==> config.mk <==
export PLATFORM = sky130hd
export DESIGN_NAME = mul_share_ctrl
export DESIGN_NICKNAME = d
export VERILOG_FILES = /design/src/rtl/mul_share_ctrl.sv
export SDC_FILE = /design/constraint.sdc
export NUM_CORES = 1
export LEC_CHECK = 0
export BUFFER_PORTS_ARGS = -buffer_cell sky130_fd_sc_hd__buf_2
export CAP_MARGIN = 20
export CORE_ASPECT_RATIO = 1.75
export CORE_MARGIN = 10
export CORE_UTILIZATION = 41
export CTS_CLUSTER_DIAMETER = 60
export CTS_CLUSTER_SIZE = 24
export DETAILED_ROUTE_END_ITERATION = 8
export PLACE_DENSITY = 0.83
export SLEW_MARGIN = 25
export SYNTH_ARGS = -nofsm -noshare
export SYNTH_HDL_FRONTEND = slang
export SYNTH_SLANG_ARGS = --single-unit
==> constraint.sdc <==
create_clock -name clk -period 3.5 [get_ports clk]
set_input_delay 0.525 -clock clk [delete_from_list [all_inputs] [get_ports clk]]
set_output_delay 0.525 -clock clk [all_outputs]
set_load 0.02 [all_outputs]
==> src/rtl/mul_share_ctrl.sv <==
// Round-robin sequencer for a shared repeated-addition multiplier: grants one requester,
// steers its operands, drives the datapath strobes. Done pulses B+4 cycles after acceptance.
module mul_share_ctrl #(
  parameter int W = 8,
  parameter int N = 4   // 2..8 requesters
) (
  input  logic           clk,
  input  logic           rst_n,
  input  logic [N-1:0]   req,
  input  logic [N*W-1:0] req_a,
  input  logic [N*W-1:0] req_b,
  output logic [N-1:0]   gnt,
  output logic [N-1:0]   done,
  output logic [2*W-1:0] result,
  output logic           busy,
  output logic [W-1:0]   op_a,
  output logic [W-1:0]   op_b,
  output logic           ld_a,
  output logic           ld_b,
  output logic           clr_p,
  output logic           ld_p,
  output logic           dec_b,
  input  logic           eqz,
  input  logic [2*W-1:0] prod
);
  localparam int PW = (N > 1) ? $clog2(N) : 1;
  localparam logic [PW:0] NUM = (PW+1)'(N);

  typedef enum logic [2:0] {IDLE, LD_A, LD_B, ADD, DONE} state_t;

  state_t        state, state_nxt;
  logic [PW-1:0] ptr, win;
  logic [PW:0]   idx;
  logic          found;

  // Search starts just above the last winner and wraps, so the last winner has lowest priority.
  always_comb begin
    found = 1'b0;
    win   = '0;
    idx   = '0;
    for (int k = 1; k <= N; k++) begin
      idx = {1'b0, ptr} + (PW+1)'(k);
      if (idx >= NUM) idx = idx - NUM;
      if (!found && req[idx[PW-1:0]]) begin
        found = 1'b1;
        win   = idx[PW-1:0];
      end
    end
  end

  always_comb begin
    state_nxt = state;
    ld_a      = 1'b0;
    ld_b      = 1'b0;
    clr_p     = 1'b0;
    ld_p      = 1'b0;
    dec_b     = 1'b0;
    case (state)
      IDLE: if (found) state_nxt = LD_A;
      LD_A: begin
        ld_a      = 1'b1;
        state_nxt = LD_B;
      end
      LD_B: begin
        ld_b      = 1'b1;
        clr_p     = 1'b1;
        state_nxt = ADD;
      end
      ADD: begin
        ld_p  = !eqz;
        dec_b = !eqz;
        if (eqz) state_nxt = DONE;
      end
      DONE:    state_nxt = IDLE;
      default: state_nxt = IDLE;
    endcase
  end

  always_ff @(posedge clk or negedge rst_n) begin
    if (!rst_n) begin
      state  <= IDLE;
      gnt    <= '0;
      ptr    <= PW'(N - 1);
      result <= '0;
    end else begin
      state <= state_nxt;
      if (state == IDLE && found) begin
        gnt <= {{(N-1){1'b0}}, 1'b1} << win;
        ptr <= win;
      end else if (state == DONE) begin
        gnt <= '0;
      end
      if (state == ADD && eqz) result <= prod;
    end
  end

  assign busy = (state != IDLE);
  assign done = (state == DONE) ? gnt : '0;

  // gnt is one-hot or zero, so OR-ing the gated slices is a plain mux.
  always_comb begin
    op_a = '0;
    op_b = '0;
    for (int i = 0; i < N; i++) begin
      if (gnt[i]) begin
        op_a = op_a | req_a[i*W +: W];
        op_b = op_b | req_b[i*W +: W];
      end
    end
  end
endmodule

==> results by group, run 1 <==
Floorplan
  • Width of the die: around 66 um
  • Overall die height: around 100 um
  • Total I/O pin count: 133
  • Core Box Area: ~0.0036 mm^2
  • Die outline area: 0.006619 mm^2
  • Num rows: 29
  • Initial Utilization: between 40% and 50%

Drt
  • Wirelength per Cell: approximately 17 um
  • Detail-routed via count per cell: roughly 5.3
  • Post-route antenna net violation count: 0
  • Routed WL: between 5000 and 6000 um
  • Number of iterations in the first detailed-routing pass: 4
  • Number of DRC markers after the initial detailed-route iteration: 160
  • Total vias in the final route: approximately 1.7k
  • # DRC: 0

Synthesis
  • Adder and majority gate portion of the synthesized area: 0%
  • Syn avg cell area: ~10 um^2
  • Net count after synthesis: 237
  • Library cells used by synthesis: 31
  • Share of flip-flops with an asynchronous set or reset: 100.0%
  • Post-synthesis register bit count: 25
  • Post-synth EDFFs: 0
  • Xor-xnor portion of the synthesized cell area: 0%
  • Sequential element share of the synthesized area: about two fifths
  • Cell type with the highest aggregate area in the netlist: sky130_fd_sc_hd__dfrtp_1
  • Post-synthesis instance total: 150
  • Multiplexer fraction of the synthesized cell area: roughly 14%
  • Ranking of synthesized cells by area: sky130_fd_sc_hd__dfrtp_1, sky130_fd_sc_hd__a22oi_1, sky130_fd_sc_hd__mux2_4
  • Fraction of the mapped netlist area in compound gates: 21.24%
  • Most instantiated cells after synthesis: sky130_fd_sc_hd__a22oi_1, sky130_fd_sc_hd__dfrtp_1, sky130_fd_sc_hd__nand2_1
  • Synth top area share: roughly two fifths
  • Main synth FF type: sky130_fd_sc_hd__dfrtp_1
  • Post-synth design cell area: 0.001514 mm^2
  • Most frequent cell after synthesis: sky130_fd_sc_hd__a22oi_1
  • Count of warnings emitted by yosys: 0
  • Dominant combinational cell family by area after synthesis: compound AO/OA/AOI/OAI gates
  • Post-synthesis simple-gate area fraction: 16.86%

Timing
  • Slew headroom: between 40% and 50%
  • Maximum frequency from static timing analysis: 487.7 MHz
  • Final count of pins violating max slew: 0
  • Final Hold Vio Count: 0
  • Setup TNS: 0 ns
  • Final Cycle Share: between 50% and 60%
  • Post-route setup slack: 1.450 ns
  • Final setup violation count: 0
  • Skew final: about 0.0038 ns
  • Post-layout min period: 2.050 ns
  • RSZ-0062 raised after global routing: no
  • Tightest hold margin: ~0.24 ns
  • Actual slew at the worst max-slew pin: roughly 0.83 ns

Layout
  • Layout cells sized above 1: between 50% and 60%
  • Final instance area: 0.002191 mm^2
  • Post-Route Utilization: about three fifths
  • Number of standard cells in the final layout excluding fillers: 319
  • Antenna diode instance count: 0
  • Net count reported at finish: about 360
  • Synth-to-Final Area Change: 44.71%

Critical path
  • Kind of critical path: reg2out
  • Worst Path Max Fanout: 19
  • Crit end category: output port
  • Arrival @ worst endpoint: 1.53 ns
  • Startpoint Class: register
  • Critical path required time: 2.97 ns
  • Worst setup path start: gnt[2]
  • Worst reg2reg path startpoint: state[2]
  • CP peak stage delay: between 0.7 and 0.8 ns
  • Cell with the biggest individual delay on the critical path: sky130_fd_sc_hd__dfrtp_1
  • CP Cell Sequence: a22oi_1 -> nand2_1 -> buf_2

Clock network
  • Number of gates given a new drive strength after cts: 0
  • Post-CTS setup repair buffer count: 0
  • Clock tree root buffer cell: sky130_fd_sc_hd__clkbuf_8
  • Total number of H-tree levels: 1
  • Number of buffers created by CTS: 3
  • Clock Tree Buf Depth: 2
  • Clock latency reported for the late side of the worst-skew pair: around 0.26 ns
  • Clock-pin slew on the worst setup and hold paths: about 0.080 ns
  • Number of sinks driven by the clock tree: 25
  • Clock tree from TritonCTS: yes
  • CTS Hold Buffers Added: 0

Global route
  • Global-route wire length before repair: slightly above 8000 um
  • Remaining Overflow, GRT: 0
  • Number of antenna violations at the first check in global routing: 0
  • Vias in the first global route: between 1.5k and 2k
  • Aggregate global-route resource usage: roughly 15%
  • Pin count of the biggest net entering global routing: 26

Pwr
  • Pwr Total: slightly below 2 mW
  • Power per standard cell area: between 800 and 900 mW/mm^2
  • Largest vdd supply drop: just over 0.0006 V
  • Leakage power summed over all cells: 1.242 nW

Flow run
  • Max Cap Viol: 0

Placed design
  • Routability cong.: approximately 0.86
  • Setup slack at placement: 1.576 ns
  • Number of cells after detailed placement: ~320
  • Buffers added on ports: 132
  • Cell area reported after detailed placement: ~0.0021 mm^2
  • Total half-perimeter wirelength after legalization and detailed placement: between 4000 and 5000 um

Hold path
  • Type of the most critical hold path: in2async

Outcome
  • Result of the run: complete, no violations
## critical path, delay by kind of cell (launching register included)
kind	cells	cell delay (ns)
DFF	1	0.75
AOI/OAI and AO/OA	1	0.24
buffers and inverters	1	0.16
and+or+nand+nor	1	0.11
## cell type report
type                    instances  area (um^2)
repair buffers                132        660.6
clock inverters                 1        5.005
well taps                      46        57.56
clock buffers                   3        41.29
fillers                       321         1401
inverters                       2        7.507
multi-input cells             110        790.8
flip-flops and latches         25        628.1
## kinds of logic (layout without fill, tap and decap cells)
group	Yosys count	in the layout
AOI/OAI and AO/OA	44	44
buffers and inverters	15	138
DFF	25	25
muxes	16	16
and+or+nand+nor	50	50
## sequential cells by signal, indices dropped and copies added, names as in the netlist
| signal | cells |
|---|---|
| state | 3 |
| gnt | 4 |
| result | 16 |
| ptr | 2 |
## per-layer routing
layer | track usage (%) | share of wire [%] | vias to the layer above
li1 | - | - | 796
met1 | 15.78 | 38 | 769
met2 | 25.56 | 47 | 106
met3 | 7.023 | 14 | 6
met4 | 5.186 | 1.2 | 0
met5 | 0 | 0 | -
## worst paths after layout
kind / endpoint / depth (start not counted) / slack (ns)
min: result[7] / 1 / 0.24
max in group asynchronous: ptr[1] / 1 / 2.90
min in group clk: result[6] / 2 / 0.49
max: op_b[4] / 3 / 1.45
max reg2reg: result[15] / 3 / 1.62
min reg2reg: ptr[1] / 2 / 0.50
## report_power, final
part	switching (mW)	internal [mW]	total (mW)
clock	0.0823	0.0793	0.162
combinational	0.647	0.492	1.14
sequential	0.193	0.437	0.630
total	0.923	1.01	1.93
## layout by cell type, fill, tap and decap left out, types with 3 or more instances in the layout
master and instances:
sky130_fd_sc_hd__buf_2 132, sky130_fd_sc_hd__a22oi_1 32, sky130_fd_sc_hd__nand2_1 23, sky130_fd_sc_hd__dfrtp_1 23, sky130_fd_sc_hd__mux2_4 9, sky130_fd_sc_hd__nor2_1 8
sky130_fd_sc_hd__mux2_2 7, sky130_fd_sc_hd__and3_2 4, sky130_fd_sc_hd__o21ai_0 4, sky130_fd_sc_hd__nor3b_1 3, sky130_fd_sc_hd__clkbuf_8 3
Power figures use the tool's default switching activity.
==> run 2, diff against run 1 <==
--- a/config.mk
+++ b/config.mk
@@ -9,11 +9,11 @@
 export CAP_MARGIN = 20
 export CORE_ASPECT_RATIO = 1.75
 export CORE_MARGIN = 10
-export CORE_UTILIZATION = 41
+export CORE_UTILIZATION = 34
 export CTS_CLUSTER_DIAMETER = 60
 export CTS_CLUSTER_SIZE = 24
 export DETAILED_ROUTE_END_ITERATION = 8
-export PLACE_DENSITY = 0.83
+export PLACE_DENSITY = 0.73
 export SLEW_MARGIN = 25
 export SYNTH_ARGS = -nofsm -noshare
 export SYNTH_HDL_FRONTEND = slang
==> constraint.sdc (replaced) <==
create_clock -name clk -period 1.73 [get_ports clk]
set_input_delay 0.2595 -clock clk [delete_from_list [all_inputs] [get_ports clk]]
set_output_delay 0.2595 -clock clk [all_outputs]
set_load 0.02 [all_outputs]
==> run 2 against run 1 <==
Net effect:
- first-iteration DRC count shrank 52%
- highest routed layer unchanged
- critical endpoint is now done[2]
- register-to-register slack worse by 1.5 ns
- sequential power rose by 75%
- die area increased by 15%
- sequential share of layout area is 0.95 points lower
- routed wire length up 0.29%
==> results by group, run 2 (synthesized netlist as in run 1, its figures left out) <==
Layout
  • Synth-to-Final Area Change: 49.67% (was 44.71%)
  • Antenna diode instance count: 0 (unchanged)
  • Commonest non-fill, non-tap cell in the layout: sky130_fd_sc_hd__buf_2 (unchanged)
  • Largest registers in the final layout: result x16, gnt x4, state x3 (unchanged)
  • Layout cells sized above 1: 60.14% (was 58.97%)
  • Commonest cells after routing, fill and taps aside: sky130_fd_sc_hd__buf_2, sky130_fd_sc_hd__a22oi_1, sky130_fd_sc_hd__nand2_1, sky130_fd_sc_hd__dfrtp_1, sky130_fd_sc_hd__mux2_4 (unchanged)
  • Number of standard cells in the final layout excluding fillers: 332 (was 319)
  • Largest register by flop count: result (unchanged)
  • Net count reported at finish: 369 (was 361)
  • Final instance area: 0.002266 mm^2 (was 0.002191 mm^2)
  • Post-Route Utilization: 51.92% (was 60.99%)
  • Max FFs per register: 16 (unchanged)

Timing
  • Final count of pins violating max slew: 0 (unchanged)
  • Final Cycle Share: between 90 and 100%
  • Final setup violation count: 0 (unchanged)
  • Skew final: 0.002024 ns (was 0.003797 ns)
  • Slew headroom: 64.46% (was 44.40%)
  • Actual slew at the worst max-slew pin: 0.5331 ns (was 0.8339 ns)
  • Setup TNS: 0 ns (unchanged)
  • Post-layout min period: between 1.5 and 2 ns
  • Maximum frequency from static timing analysis: 624.8 MHz
  • Final Hold Vio Count: 0 (unchanged)
  • RSZ-0062 raised after global routing: no (unchanged)

Floorplan
  • Num rows: 32 (was 29)
  • Width of the die: 70.44 um (was 65.94 um)
  • Core Box Area: 0.004364 mm^2 (was 0.003592 mm^2)
  • Initial Utilization: 34.69% (was 42.15%)
  • Overall die height: 108.3 um (was 100.4 um)
  • Total I/O pin count: 133 (unchanged)
  • Die outline area: 0.007627 mm^2 (was 0.006619 mm^2)

Placed design
  • Number of cells after detailed placement: 327 (was 315)
  • Cell area reported after detailed placement: 0.002203 mm^2 (was 0.002145 mm^2)
  • Buffers added on ports: 132 (unchanged)
  • Routability cong.: 0.7590 (was 0.8627)
  • Total half-perimeter wirelength after legalization and detailed placement: 4603 um (was 4595 um)

Global route
  • Global-route wire length before repair: 8480 um (was 8217 um)
  • Aggregate global-route resource usage: 13.18% (was 15.07%)
  • Number of antenna violations at the first check in global routing: 0 (unchanged)
  • Vias in the first global route: 1778 (was 1756)
  • Pin count of the biggest net entering global routing: 26 (unchanged)
  • Remaining Overflow, GRT: 0 (unchanged)

Critical path
  • Crit end category: output port (unchanged)
  • Arrival @ worst endpoint: 1.34 ns (was 1.53 ns)
  • CP Cell Sequence: nor2_2 -> and3_2 -> buf_2 (was a22oi_1 -> nand2_1 -> buf_2)
  • Startpoint Class: register (unchanged)
  • CP peak stage delay: 0.47 ns (was 0.75 ns)
  • Cell with the biggest individual delay on the critical path: sky130_fd_sc_hd__dfrtp_1 (unchanged)
  • Critical path required time: 1.47 ns (was 2.97 ns)
  • Worst Path Max Fanout: 6 (was 19)
  • Kind of critical path: reg2out (unchanged)

Pwr
  • Power per standard cell area: 1764 mW/mm^2 (was 881.5 mW/mm^2)
  • Leakage power summed over all cells: 1.280 nW (was 1.242 nW)
  • Largest vdd supply drop: 0.001088 V (was 0.0006237 V)

Clock network
  • Clock Tree Buf Depth: 2 (unchanged)
  • Number of sinks driven by the clock tree: 25 (unchanged)
  • Post-CTS setup repair buffer count: 0 (unchanged)
  • Clock tree from TritonCTS: yes (unchanged)
  • Clock latency reported for the late side of the worst-skew pair: 0.26 ns (about the same)
  • Total number of H-tree levels: 1 (unchanged)
  • Clock tree root buffer cell: sky130_fd_sc_hd__clkbuf_8 (unchanged)
  • Clock-pin slew on the worst setup and hold paths: 0.08 ns (about the same)
  • Number of buffers created by CTS: 3 (unchanged)

Drt
  • Total vias in the final route: 1664 (was 1677)
  • Number of iterations in the first detailed-routing pass: 4 (unchanged)
  • Wirelength per Cell: 16.43 um (was 17.05 um)
  • # DRC: 0 (unchanged)
  • Routed WL: 5454 um (was 5438 um)
  • Post-route antenna net violation count: 0 (unchanged)
  • Detail-routed via count per cell: 5.012 (was 5.257)
  • Number of DRC markers after the initial detailed-route iteration: 77 (was 160)

Flow run
  • Max Cap Viol: 0 (unchanged)

Hold path
  • Type of the most critical hold path: in2reg (was in2async)

Outcome
  • Result of the run: complete, no violations (unchanged)
run 2: stage by stage:
step | worst slack [ns] | power, mW | hold slack (ns)
after global routing | 0.006185 | 4.318 | 0.2153
after global placement | 0.2311 | 3.655 | 0.2716
after floorplan | 0.01784 | 2.863 | -0.03609
after CTS | 0.009374 | 4.049 | 0.2182
after detailed placement | 0.1736 | 3.708 | 0.2702
final | 0.1296 | 3.997 | 0.2242
run 2: layout make-up:
type,count,area (um^2)
fillers,439,2098
flip-flops and latches,25,628.1
inverters,2,7.507
well taps,51,63.81
repair buffers,140,723.2
multi-input cells,110,798.3
clock buffers,4,45.04
run 2: routing by layer:
layer | part of all wire (%) | routed length (um) | vias up | GRT usage (%)
met3 | 10 | 561 | 4 | 4.954
met1 | 39 | 2102 | 760 | 14.18
met4 | 0.77 | 42 | 0 | 3.541
li1 | - | - | 813 | -
met2 | 50 | 2747 | 87 | 23.45
met5 | 0 | 0 | - | 0
run 2: path summary, 6_finish.rpt:
check	start	cells after the start	slack [ns]	to
min	prod[5]	2	0.22	result[5]
max reg2reg	state[2]	4	0.16	result[15]
max	state[1]	3	0.13	done[2]
min in group asynchronous	rst_n	2	0.52	result[11]
min reg2reg	gnt[2]	2	0.49	gnt[2]
max in group asynchronous	rst_n	2	0.84	ptr[0]
run 2: repair_timing:
action                     4_1_cts  5_1_grt
hold endpoints to repair        23        0
hold buffers                     1        0
setup endpoints to repair        0        6
resized for setup                0        2
run 2: power by group:
group | internal (mW) | total [mW] | switching, mW
clock network | 0.164 | 0.329 | 0.165
registers | 0.887 | 1.10 | 0.211
logic | 1.07 | 2.57 | 1.50
total | 2.12 | 4.00 | 1.88
run 2: critical path, delay by kind of cell, from the launching register on:
| kind | cells | cell delay, ns |
|---|---|---|
| flops | 1 | 0.47 |
| buf+inv | 1 | 0.16 |
| simple gates | 2 | 0.45 |
==> run 3, diff against run 2 <==
--- a/config.mk
+++ b/config.mk
@@ -14,6 +14,7 @@
 export CTS_CLUSTER_SIZE = 24
 export DETAILED_ROUTE_END_ITERATION = 8
 export PLACE_DENSITY = 0.73
+export SETUP_SLACK_MARGIN = 0.5
 export SLEW_MARGIN = 25
 export SYNTH_ARGS = -nofsm -noshare
 export SYNTH_HDL_FRONTEND = slang
==> run 3 against run 2 <==
Net effect:
- combinational power rose by 57%
- die area unchanged
- power rose by 38%
- clock-buffer cell count is the same
- via count up 13%
- flip-flop and latch count unchanged
- setup slack worse by 0.023 ns
- worst hold slack lost 0.0041 ns
- non-clock buffer count up 29
- critical endpoint is now op_b[5]
- largest cell class is now buffers
==> results by group, run 3 (synthesized netlist as in run 1, its figures left out) <==
Layout
  • Commonest cells after routing, fill and taps aside: sky130_fd_sc_hd__buf_2, sky130_fd_sc_hd__a22oi_2, sky130_fd_sc_hd__buf_6, sky130_fd_sc_hd__buf_4, sky130_fd_sc_hd__dfrtp_1 (was sky130_fd_sc_hd__buf_2, sky130_fd_sc_hd__a22oi_1, sky130_fd_sc_hd__nand2_1, sky130_fd_sc_hd__dfrtp_1, sky130_fd_sc_hd__mux2_4)
  • Number of filler cells placed in the layout: 333 (was 439)
  • Max FFs per register: 16 (unchanged)
  • Synth-to-Final Area Change: 100.4% (was 49.67%)
  • Layout cells sized above 1: 84.52% (was 60.14%)
  • Register Area: 646.9 um^2 (was 628.1 um^2)
  • Largest register by flop count: result (unchanged)
  • Post-Route Utilization: 69.52% (was 51.92%)
  • Commonest non-fill, non-tap cell in the layout: sky130_fd_sc_hd__buf_2 (unchanged)
  • Antenna diode instance count: 0 (unchanged)
  • Largest registers in the final layout: result x16, gnt x4, state x3 (unchanged)
  • Multi-input gate area in the final layout: 0.001071 mm^2 (was 798.3 um^2)
  • Net count reported at finish: 398 (was 369)

Floorplan
  • Width of the die: 70.44 um (unchanged)
  • Overall die height: 108.3 um (unchanged)
  • Die outline area: 0.007627 mm^2 (unchanged)
  • Initial Utilization: 34.69% (unchanged)
  • Num rows: 32 (unchanged)
  • Core Box Area: 0.004364 mm^2 (unchanged)
  • Total I/O pin count: 133 (unchanged)

Placed design
  • Buffers added on ports: 132 (unchanged)
  • Total half-perimeter wirelength after legalization and detailed placement: 4837 um (was 4603 um)
  • Routability cong.: 0.8214 (was 0.7590)

Timing
  • Final setup violation count: 0 (unchanged)
  • Final Hold Vio Count: 0 (unchanged)
  • Actual slew at the worst max-slew pin: 0.5234 ns (was 0.5331 ns)
  • Setup TNS: 0 ns (unchanged)
  • Maximum frequency from static timing analysis: 615.9 MHz (was 624.8 MHz)
  • Final count of pins violating max slew: 0 (unchanged)
  • Final Cycle Share: 93.85% (was 92.51%)
  • Skew final: 0.002535 ns (was 0.002024 ns)
  • Tightest hold margin: 0.2201 ns (was 0.2242 ns)
  • RSZ-0062 raised after global routing: yes (was no)
  • Slew headroom: 64.84% (was 64.46%)
  • Post-layout min period: 1.624 ns (was 1.600 ns)

Global route
  • Global-route wire length before repair: 10360 um (was 8480 um)
  • Remaining Overflow, GRT: 0 (unchanged)
  • Pin count of the biggest net entering global routing: 26 (unchanged)
  • Vias in the first global route: 2028 (was 1778)
  • Aggregate global-route resource usage: 16.49% (was 13.18%)
  • Number of antenna violations at the first check in global routing: 1 (was 0)

Clock network
  • Number of buffers created by CTS: 3 (unchanged)
  • Clock Tree Buf Depth: 2 (unchanged)
  • Clock-pin slew on the worst setup and hold paths: 0.08 ns (about the same)
  • Clock tree from TritonCTS: yes (unchanged)
  • Clock latency reported for the late side of the worst-skew pair: 0.26 ns (about the same)
  • Number of sinks driven by the clock tree: 25 (unchanged)
  • Total number of H-tree levels: 1 (unchanged)
  • Clock tree root buffer cell: sky130_fd_sc_hd__clkbuf_8 (unchanged)

Critical path
  • Worst Path Max Fanout: 8 (was 6)
  • CP peak stage delay: 0.53 ns (was 0.47 ns)
  • Arrival @ worst endpoint: 1.36 ns (was 1.34 ns)
  • Startpoint Class: register (unchanged)
  • Kind of critical path: reg2out (unchanged)
  • Stages on worst setup path: 4 (was 3)
  • Critical path required time: 1.47 ns (about the same)
  • Crit end category: output port (unchanged)
  • Critical path buffer and inverter count: 2 (was 1)
  • CP Cell Sequence: buf_8 -> a22oi_2 -> nand2_2 -> buf_2 (was nor2_2 -> and3_2 -> buf_2)
  • Cell with the biggest individual delay on the critical path: sky130_fd_sc_hd__dfrtp_4 (was sky130_fd_sc_hd__dfrtp_1)
  • Number of cells on the worst reg-to-reg path: 5 (was 4)
  • Family of cells with the greatest summed delay on the critical path: flip-flops (unchanged)

Pwr
  • Internal Dissipation: 3.144 mW (was 2.117 mW)
  • Switching power of the nets: 2.388 mW (was 1.880 mW)
  • Power per standard cell area: 1823 mW/mm^2 (was 1764 mW/mm^2)
  • Proportion of power drawn by the clock network: 6.0% (was 8.2%)
  • Leakage power summed over all cells: 1.517 nW (was 1.280 nW)
  • Switching fraction of total power: 43.16% (was 47.03%)
  • Largest vdd supply drop: 0.001312 V (was 0.001088 V)
  • Share of power burned in registers: 21.0% (was 27.5%)
  • Fraction of power consumed by combinational cells: 73.0% (was 64.3%)

Drt
  • Number of DRC markers after the initial detailed-route iteration: 77 (unchanged)
  • Wirelength per Cell: 19.02 um (was 16.43 um)
  • Post-route antenna net violation count: 0 (unchanged)
  • Detail-routed via count per cell: 5.224 (was 5.012)
  • # DRC: 0 (unchanged)
  • Routed WL: 6867 um (was 5454 um)
  • Total vias in the final route: 1886 (was 1664)
  • Number of iterations in the first detailed-routing pass: 4 (unchanged)

Outcome
  • Result of the run: complete, no violations (unchanged)

Flow run
  • Max Cap Viol: 0 (unchanged)

Hold path
  • Hold path cells: 2 (unchanged)
  • Type of the most critical hold path: in2reg (unchanged)
run 3: changes by cell type in the layout (fill, tap and decap cells not counted), moves of 7 or more:
| cell | change |
|---|---|
| sky130_fd_sc_hd__a22oi_1 | -30 |
| sky130_fd_sc_hd__a22oi_2 | +30 |
| sky130_fd_sc_hd__buf_6 | +29 |
| sky130_fd_sc_hd__buf_2 | -22 |
| sky130_fd_sc_hd__nand2_1 | -15 |
| sky130_fd_sc_hd__nand2_2 | +15 |
| sky130_fd_sc_hd__buf_4 | +14 |
| sky130_fd_sc_hd__dfrtp_1 | -7 |
run 3: what timing repair did:
item,in CTS,in global routing
gates resized for setup,78,28
buffers inserted,27,5
gates cloned,2,0
endpoints found under the hold margin,23,0
pin swaps,6,10
setup endpoints to repair,53,53
hold buffers,1,0
run 3: power groups by stage:
stage	Sequential, mW	Combinational (mW)	Clock [mW]
floorplan	1.36	1.91	0
global placement	1.34	2.49	0
detailed placement	1.34	2.53	0
CTS	1.15	3.77	0.343
global route	1.21	4.31	0.373
finish	1.16	4.04	0.332
run 3: through the flow:
stage / area, um^2 / power (mW) / instances / worst slack, ns
3_3_place_gp: 2308 / 3.828 / 322 / 0.2418
2_1_floorplan: 1768 / 3.279 / 150 / 0.2216
4_1_cts: 2883 / 5.263 / 356 / 0.1441
6_report: 3034 / 5.532 / 361 / 0.1064
5_1_grt: 3034 / 5.893 / 361 / 0.06130
3_5_place_dp: 2308 / 3.873 / 322 / 0.2116
run 3: area by class of cell:
cell class	instances	share of cell area, %
multi-input cells	110	35.30
repair buffers	169	39.55
inverters	2	0.2474
flip-flops and latches	25	21.32
well taps	51	2.103
clock buffers	4	1.485
run 3: worst paths after layout:
kind	startpoint	end	slack (ns)
setup / recovery	gnt[2]	op_b[5]	0.11
hold / removal	prod[8]	result[8]	0.22
setup reg to reg	state[2]	result[6]	0.16
hold reg to reg	result[11]	result[11]	0.50
max in group asynchronous	rst_n	gnt[3]	0.82
min in group asynchronous	rst_n	result[9]	0.51
run 3: per-layer routing:
metal	vias up	track usage [%]	wire length, um
li1	870	-	-
met2	124	29.19	3453
met1	884	17.15	2473
met3	6	8.624	872
met5	-	0	18
met4	2	2.550	48
